===== src/rtl/sprite_animator_if.sv =====
// ROM bus between the sprite animator and its external image/colour-map ROM chain.
// The animator drives the address; the ROM returns a colour word some fixed cycles later.
interface sprite_animator_if #(
  parameter int unsigned ADDR_W = 16
) ();
  logic [ADDR_W-1:0] image_addr_out;
  logic [11:0]       rom_pixel_in;

  modport master (output image_addr_out, input rom_pixel_in);
  modport slave  (input image_addr_out, output rom_pixel_in);
endinterface


===== src/rtl/sprite_animator.sv =====
// Full-screen sprite overlay: scaled indexed image at (x, y) with transparent key,
// frame-synchronous slide-in and blink animation, ROM-latency matched hit pipeline.
module sprite_animator #(
  parameter int unsigned WIDTH        = 275,
  parameter int unsigned HEIGHT       = 44,
  parameter int unsigned ADDR_W       = 16,
  parameter int unsigned SCALE_LOG2   = 0,
  parameter int unsigned ROM_LATENCY  = 2,
  parameter logic [11:0] TRANSPARENT  = 12'h0F0,
  parameter int unsigned SLIDE_START  = 200,
  parameter int unsigned SLIDE_STEP   = 4,
  parameter int unsigned BLINK_FRAMES = 30
) (
  input  logic                     pixel_clk_in,
  input  logic                     rst_in,
  input  logic [10:0]              hcount_in,
  input  logic [9:0]               vcount_in,
  input  logic                     vsync_in,
  input  logic [10:0]              x_in,
  input  logic [9:0]               y_in,
  input  logic                     start_in,
  input  logic                     stop_in,
  input  logic                     blink_in,
  sprite_animator_if.master        rom_if,
  output logic [11:0]              pixel_out,
  output logic                     pixel_valid_out,
  output logic                     busy_out
);

  localparam int unsigned CW      = 12;
  localparam int unsigned OFF_W   = 10;
  localparam int unsigned BLINK_W = (BLINK_FRAMES > 1) ? $clog2(BLINK_FRAMES) : 1;
  localparam logic [CW-1:0] W_SPAN = CW'(WIDTH << SCALE_LOG2);
  localparam logic [CW-1:0] H_SPAN = CW'(HEIGHT << SCALE_LOG2);

  typedef enum logic [1:0] {
    ST_IDLE,
    ST_SLIDE,
    ST_SHOW
  } state_e;

  state_e               state_q, state_d;
  logic [OFF_W-1:0]     offset_q, offset_d;
  logic [BLINK_W-1:0]   blink_cnt_q, blink_cnt_d;
  logic                 hidden_q, hidden_d;
  logic                 vsync_q;
  logic                 tick_c;
  logic                 busy_q, busy_d;

  logic [ADDR_W-1:0]    addr_q, addr_d;
  logic [ROM_LATENCY:0] hit_q, hit_d;
  logic [11:0]          pixel_q, pixel_d;
  logic                 valid_q, valid_d;

  logic [CW-1:0]        hc_c, vc_c, xs_c, ye_c, dx_c, dy_c;
  logic                 drawn_c, hit_c;

  assign tick_c = vsync_in & ~vsync_q;

  // Animation FSM; offset and blink phase only move on a frame tick.
  always_comb begin
    state_d     = state_q;
    offset_d    = offset_q;
    blink_cnt_d = blink_cnt_q;
    hidden_d    = hidden_q;
    unique case (state_q)
      ST_IDLE: begin
        blink_cnt_d = '0;
        hidden_d    = 1'b0;
      end
      ST_SLIDE: begin
        blink_cnt_d = '0;
        hidden_d    = 1'b0;
        if (tick_c) begin
          if (offset_q <= OFF_W'(SLIDE_STEP)) begin
            offset_d = '0;
            state_d  = ST_SHOW;
          end else begin
            offset_d = offset_q - OFF_W'(SLIDE_STEP);
          end
        end
      end
      ST_SHOW: begin
        if (!blink_in) begin
          blink_cnt_d = '0;
          hidden_d    = 1'b0;
        end else if (tick_c) begin
          if (blink_cnt_q == BLINK_W'(BLINK_FRAMES - 1)) begin
            blink_cnt_d = '0;
            hidden_d    = ~hidden_q;
          end else begin
            blink_cnt_d = blink_cnt_q + BLINK_W'(1);
          end
        end
      end
      default: state_d = ST_IDLE;
    endcase
    // Stop dominates a simultaneous start; start from any state restarts the slide.
    if (stop_in) begin
      state_d     = ST_IDLE;
      offset_d    = '0;
      blink_cnt_d = '0;
      hidden_d    = 1'b0;
    end else if (start_in) begin
      state_d     = ST_SLIDE;
      offset_d    = OFF_W'(SLIDE_START);
      blink_cnt_d = '0;
      hidden_d    = 1'b0;
    end
    busy_d = (state_d == ST_SLIDE);
  end

  // Hit test in 12-bit unsigned space so offscreen positions clip instead of wrapping.
  always_comb begin
    hc_c    = CW'(hcount_in);
    vc_c    = CW'(vcount_in);
    xs_c    = CW'(x_in);
    ye_c    = CW'(y_in) + CW'(offset_q);
    dx_c    = hc_c - xs_c;
    dy_c    = vc_c - ye_c;
    drawn_c = (state_q == ST_SLIDE) || ((state_q == ST_SHOW) && !hidden_q);
    hit_c   = (hc_c >= xs_c) && (dx_c < W_SPAN) &&
              (vc_c >= ye_c) && (dy_c < H_SPAN) && drawn_c;
    addr_d  = addr_q;
    if (hit_c) begin
      addr_d = ADDR_W'(dx_c >> SCALE_LOG2) +
               ADDR_W'(dy_c >> SCALE_LOG2) * ADDR_W'(WIDTH);
    end
  end

  // Hit travels alongside the ROM read so it meets the colour word that it addressed.
  always_comb begin
    hit_d    = '0;
    hit_d[0] = hit_c;
    for (int unsigned i = 1; i <= ROM_LATENCY; i++) begin
      hit_d[i] = hit_q[i-1];
    end
    valid_d = hit_q[ROM_LATENCY] && (rom_if.rom_pixel_in != TRANSPARENT);
    pixel_d = valid_d ? rom_if.rom_pixel_in : 12'h000;
  end

  always_ff @(posedge pixel_clk_in) begin
    if (rst_in) begin
      state_q     <= ST_IDLE;
      offset_q    <= '0;
      blink_cnt_q <= '0;
      hidden_q    <= 1'b0;
      vsync_q     <= 1'b0;
      busy_q      <= 1'b0;
      addr_q      <= '0;
      hit_q       <= '0;
      pixel_q     <= 12'h000;
      valid_q     <= 1'b0;
    end else begin
      state_q     <= state_d;
      offset_q    <= offset_d;
      blink_cnt_q <= blink_cnt_d;
      hidden_q    <= hidden_d;
      vsync_q     <= vsync_in;
      busy_q      <= busy_d;
      addr_q      <= addr_d;
      hit_q       <= hit_d;
      pixel_q     <= pixel_d;
      valid_q     <= valid_d;
    end
  end

  assign rom_if.image_addr_out = addr_q;
  assign pixel_out             = pixel_q;
  assign pixel_valid_out       = valid_q;
  assign busy_out              = busy_q;

endmodule


===== src/flat_wrapper.sv =====
// flat-port wrapper written by rule: the top's interface ports become plain ports
module sprite_animator_flat 
#(
  parameter int unsigned WIDTH        = 275,
  parameter int unsigned HEIGHT       = 44,
  parameter int unsigned ADDR_W       = 16,
  parameter int unsigned SCALE_LOG2   = 0,
  parameter int unsigned ROM_LATENCY  = 2,
  parameter logic [11:0] TRANSPARENT  = 12'h0F0,
  parameter int unsigned SLIDE_START  = 200,
  parameter int unsigned SLIDE_STEP   = 4,
  parameter int unsigned BLINK_FRAMES = 30
)
  (pixel_clk_in, rst_in, hcount_in, vcount_in, vsync_in, x_in, y_in, start_in, stop_in, blink_in, pixel_out, pixel_valid_out, busy_out, rom_if_image_addr_out, rom_if_rom_pixel_in);
  sprite_animator_if #(.ADDR_W(ADDR_W)) rom_if_i ();
  input  logic pixel_clk_in;
  input  logic rst_in;
  input  logic [10:0] hcount_in;
  input  logic [9:0] vcount_in;
  input  logic vsync_in;
  input  logic [10:0] x_in;
  input  logic [9:0] y_in;
  input  logic start_in;
  input  logic stop_in;
  input  logic blink_in;
  output logic [11:0] pixel_out;
  output logic pixel_valid_out;
  output logic busy_out;
  output wire logic [$bits(rom_if_i.image_addr_out)-1:0] rom_if_image_addr_out;
  input wire logic [$bits(rom_if_i.rom_pixel_in)-1:0] rom_if_rom_pixel_in;
  assign rom_if_image_addr_out = rom_if_i.image_addr_out;
  assign rom_if_i.rom_pixel_in = rom_if_rom_pixel_in;
  sprite_animator #(.WIDTH(WIDTH), .HEIGHT(HEIGHT), .ADDR_W(ADDR_W), .SCALE_LOG2(SCALE_LOG2), .ROM_LATENCY(ROM_LATENCY), .TRANSPARENT(TRANSPARENT), .SLIDE_START(SLIDE_START), .SLIDE_STEP(SLIDE_STEP), .BLINK_FRAMES(BLINK_FRAMES)) u_core (.pixel_clk_in(pixel_clk_in), .rst_in(rst_in), .hcount_in(hcount_in), .vcount_in(vcount_in), .vsync_in(vsync_in), .x_in(x_in), .y_in(y_in), .start_in(start_in), .stop_in(stop_in), .blink_in(blink_in), .rom_if(rom_if_i), .pixel_out(pixel_out), .pixel_valid_out(pixel_valid_out), .busy_out(busy_out));
endmodule

===== config.mk =====
export PLATFORM = sky130hd
export DESIGN_NAME = sprite_animator_flat
export DESIGN_NICKNAME = d
export VERILOG_FILES = /design/src/rtl/sprite_animator_if.sv /design/src/rtl/sprite_animator.sv /design/src/flat_wrapper.sv
export SDC_FILE = /design/constraint.sdc
export NUM_CORES = 1
export LEC_CHECK = 0
export ABC_AREA = 1
export CAP_MARGIN = 25
export CORE_MARGIN = 3
export CORE_UTILIZATION = 30
export DETAILED_ROUTE_END_ITERATION = 6
export GPL_TIMING_DRIVEN = 0
export HOLD_SLACK_MARGIN = 0.03
export PLACE_DENSITY = 0.57
export SLEW_MARGIN = 20
export SYNTH_ARGS = -nofsm -noshare
export SYNTH_HDL_FRONTEND = slang
export SYNTH_SLANG_ARGS = --single-unit
export TNS_END_PERCENT = 30

===== constraint.sdc =====
create_clock -name pixel_clk_in -period 14.45 [get_ports pixel_clk_in]
set_clock_uncertainty 0.15 [all_clocks]
set_input_delay 2.89 -clock pixel_clk_in [delete_from_list [all_inputs] [get_ports pixel_clk_in]]
set_output_delay 2.89 -clock pixel_clk_in [all_outputs]
set_load 0.01 [all_outputs]

After elaboration in Yosys (flattened, before gate mapping)
Cells that the tools add are included.
{ "op_classes": {"magnitude_cmp": 5, "mul": 1, "eq_ne": 7, "addsub": 6, "n_bitwise": 4, "n_mux": 17, "reduce_logical": 21} }
{ "ops": {"columns": ["op", "count"], "rows": [
  ["$mux W8", 3],
  ["$add A12 B16 Y16", 1],
  ["$mul A12 B9 Y16 const B", 1],
  ["$mux W5", 3],
  ["$ge A10 B12 Y1", 1],
  ["$lt A12 B6 Y1 const B", 1],
  ["$lt A12 B9 Y1 const B", 1],
  ["$ne A12 B8 Y1 const B", 1],
  ["$sub A10 B12 Y12", 1],
  ["$sub A11 B11 Y12", 1],
  ["$add A10 B10 Y11", 1],
  ["$ge A11 B11 Y1", 1],
  ["$le A10 B3 Y1 const B", 1],
  ["$mux W10", 1],
  ["$pmux W5 S2", 1],
  ["$sub A10 B3 Y10 const B", 1],
  ["$mux W2", 4],
  ["$reduce_or A2 Y1", 4],
  ["$logic_and A1 B1 Y1", 6],
  ["$ne A3 B2 Y1 const B", 2],
  ["$reduce_and A2 Y1", 3],
  ["$reduce_bool A2 Y1", 3],
  ["$add A5 B1 Y5 const B", 1],
  ["$eq A5 B5 Y1 const B", 1],
  ["other kinds (12)", 17]
]} }
{ "totals": {"inputBits": 60, "output_inout_bits": 30, "regBits": 52, "wordCells": 72} }

Depth between registers and ports, before layout
{ "depth": {"word_depth": 7, "depth_mapped": 37, "depth_no_buf": 37} }

Least setup slack after synthesis
Ideal clock, no wire load.
{ "synth_timing": {"path_kind": "input to register", "from": "input port y_in[2]", "to": "register u_core.addr_q[12] (netlist: u_core.rom_if.image_addr_out[12])", "setup_ps": 113, "t_arrival_ps": 8359, "n_path_buf": 0, "t_required_ps": 14187, "setup_slack_ps": 5828, "stages": 29, "cell_sequence": "ha_1 > inv_1 > o31ai_1 > nand2_1 > o211ai_1 > xnor2_1 > ha_1 > inv_1 > nor3_1 > nand3_1 > nand3_1 > nand2_1 > and2_1 > ha_1 > ha_1 > inv_1 > fa_1 > inv_1 > fa_1 > inv_1 > fa_1 > inv_1 > ha_1 > a21oi_1 > a21boi_0 > o21ai_0 > xor2_1 > nor2_1 > nor2_1"} }
{ "synth_between": {"elab_chain_cells": 5, "word_cells_on_any_way": 9, "classes_between": "add/sub: 3; mul: 1; order compare: 2; reduce/logical: 3"} }
{ "synth_lines": {"columns": ["item", "line_no", "source"], "rows": [
  ["start, declared", "flat_wrapper.sv:22", "input logic [9:0] y_in;"],
  ["$add A10 B10 Y11 (*)", "sprite_animator.sv:118", "ye_c = CW'(y_in) + CW'(offset_q);"],
  ["parallel branches: the longest is 4 deep, another holds $mul A12 B9 Y16", null, null],
  ["end signal, assigned", "sprite_animator.sv:161", "addr_q <= addr_d;"],
  ["end, declared", "sprite_animator.sv:50", "logic [ADDR_W-1:0] addr_q, addr_d;"]
]} }
Every way passes the cells marked *.
A chain may end at the register's enable or synchronous reset.

Worst setup path after layout
{ "layout_timing": {"from": "input port y_in[2]", "to": "register u_core.addr_q[15] (netlist: u_core.rom_if.image_addr_out[15])"} }
Same word-level chain as after synthesis.

==> impl_metrics.ini <==
[outcome]
status = finished, final reports clean

[finish]
final_util_pct = 38.20
fillers = 2036
final_layout_size_suffix_gt1_share_pct = 3.700
finish.net_count = 1131
stdcell_area_um2 = 7241
syn_to_final_growth_pct = 23.21
stdcell_count = 1206
diodes = 0

[place]
portBuffers = 89
place_area_um2 = 7093
hpwl_mm = 11.63
dp_cells = 1199
gp_congestion = 0.8809

[power_and_ir_drop]
p_leak_nw = 3.791
ir_worst_vdd_mv = 0.1918
powerDensity_nw_per_um2 = 241.8

[yosys]
synthArstFlopShare_pct = 0
ys_top_cells_by_area = ha_1 21%, dfxtp_1 18%, nand2_1 12%
yosys_warnings = 0
synth_top_cell_area_share_pct = 21.29
synth_cell_type_count = 42
yosysMostFrequentCell = nand2_1
netlist_area_um2 = 5877
seq_area_frac_synth_pct = 17.71
synthTopCellsByCount = 183 x nand2_1, 180 x inv_1, 100 x ha_1, 98 x nor2_1, 52 x dfxtp_1
yosysTopAreaCell = ha_1
synth_nets = 1035
synth-seq-cells = 52
synthFlopType = dfxtp_1
synth_edf_count = 0
syn_avg_cell_area_um2 = 6.914
syn_inst = 850

[sta]
finalHoldWorstSlack_ps = 257.5
fmax_mhz = 106.7
worst_pin_slew_ps = 710.8
post-route-period-util_pct = 64.89
setup_viol = 0
fin_crit_ps = 9376
hold_viol = 0
slew_viol_final = 0
rsz0062_at_grt = no
finalSetupTns_ps = 0
maxSlewHeadroom_pct = 52.11

[critical_path]
crit_path_start_kind = input pin
cp-end-kind = flop
critical_path.top_delay_family = adder cells
worstPathArrival_ps = 9420
crit_buf_inv = 6
worstSetupPathType = input pin to flop
worst_path_largest_cell_delay_ps = 520
worstPathRequired_ps = 14490
cp_slowest_cell = fa_1
crit_fanout = 5

[cts]
cts_resized = 0
htreeDepth = 2
cts.sinks = 52
cts_tree = yes
clock_latency_ps = 290
cts_setup_buffers = 0
cts_root_buf = clkbuf_16
ctsHoldBuffers = 0
cts-buffers-inserted = 5
cts_buffer_depth = 2
clk_pin_slew_ps = 70

[route]
drtIter0Drc = 254
drt_first_pass_iters = 4
drc = 0
drt-total-wl_mm = 13.26
vias_per_cell = 4.352
post_drt_wl_per_cell_um = 10.99
vias = 5249
ant_nets = 0

[floorplanning]
die_x_um = 146.0
io-pin-count = 90
coreArea_um2 = 18960
fp.dieH_um = 146.0
core.rowCount = 50
die_area_um2 = 21300
initial_utilization_pct = 31.00

[global_route]
antenna_found_initial = 0
grt_pass1_wl_mm = 23.09
grt_max_degree = 16
track_usage_pct = 12.59
overflow = 0
first_global_vias = 5078

[job]
maxCapViolations = 0

[hold_path]
worst_hold_path_type = flop to flop
-- stage by stage --
stage / total power [W] / setup slack [ps]
after floorplan: 0.001336 / 5828
after global placement: 0.001643 / 4761
after detailed placement: 0.001648 / 4728
after CTS: 0.001781 / 5002
after global routing: 0.002027 / 4524
final: 0.001751 / 5074
-- placed cells by master, fill, tap and decap left out, drive strengths merged, types with 5 or more instances in the layout --
master	instances
ha	100
nor3	5
nand4	15
nand3	49
inv	184
xor2	29
dfxtp	52
fa	25
nor2	103
clkdlybuf4s50	89
clkbuf	7
o21ai	10
xnor2	10
a21oi	42
nand2	189
-- power by group --
group          leakage, nW  switching (W)  total (W)  internal (W)
clock network       0.0729      0.0000500   0.000118     0.0000683
logic                 3.30       0.000888    0.00149      0.000600
registers            0.420    0.000000876   0.000145      0.000144
-- worst paths after layout --
| kind | startpoint | endpoint | slack, ps | cells past startpoint |
|---|---|---|---|---|
| worst min register to register | u_core.hit_q[1] | u_core.hit_q[2] | 260 | 2 |
| worst max-delay path | y_in[2] | u_core.rom_if.image_addr_out[15] | 5070 | 32 |
| worst min-delay path | u_core.hit_q[1] | u_core.hit_q[2] | 260 | 2 |
| worst max register to register | u_core.offset_q[2] | u_core.rom_if.image_addr_out[15] | 7700 | 31 |
-- tightest hold or removal path: stages (launching register included) --
cell and delay, ps:
dfxtp_1 300, inv_1 40, nor2_1 30
-- layer usage --
layer	share of wire, %	track usage [%]	wire length, um	vias up
li1	-	-	-	2850
met1	49	16.97	6522	2317
met2	47	21.94	6182	73
met3	3.6	2.180	479	9
met4	0.56	1.140	74	0
met5	0	0	0	-
-- cells by family after synthesis --
kind of cell / after synthesis / synth area share [%]
compound gates: 76 / 7.537
fa+ha+maj: 125 / 29.81
flops: 52 / 17.71
simple gates: 368 / 26.44
buf+inv: 190 / 12.43
xor+xnor: 39 / 6.068
-- cell type report --
cell class	instances	area (um2)	area share, %
clock inverter	1	8.758	0.1210
sequential	52	1041	14.38
multi-input combinational	608	4105	56.70
tap	260	325.3	4.493
inverter	185	694.4	9.590
buffer	5	36.28	0.5011
clock buffer	6	138.9	1.918
timing repair buffer	89	890.9	12.30
-- state kept, by name, summed over array words and instances (netlist names), 2 cells and up --
signal / cells
u_core.blink_cnt_q: 5
u_core.hit_q: 3
u_core.offset_q: 10
u_core.pixel_out: 12
u_core.rom_if.image_addr_out: 16
u_core.state_q: 2
Note: power is estimated with default switching activity, not from simulation.
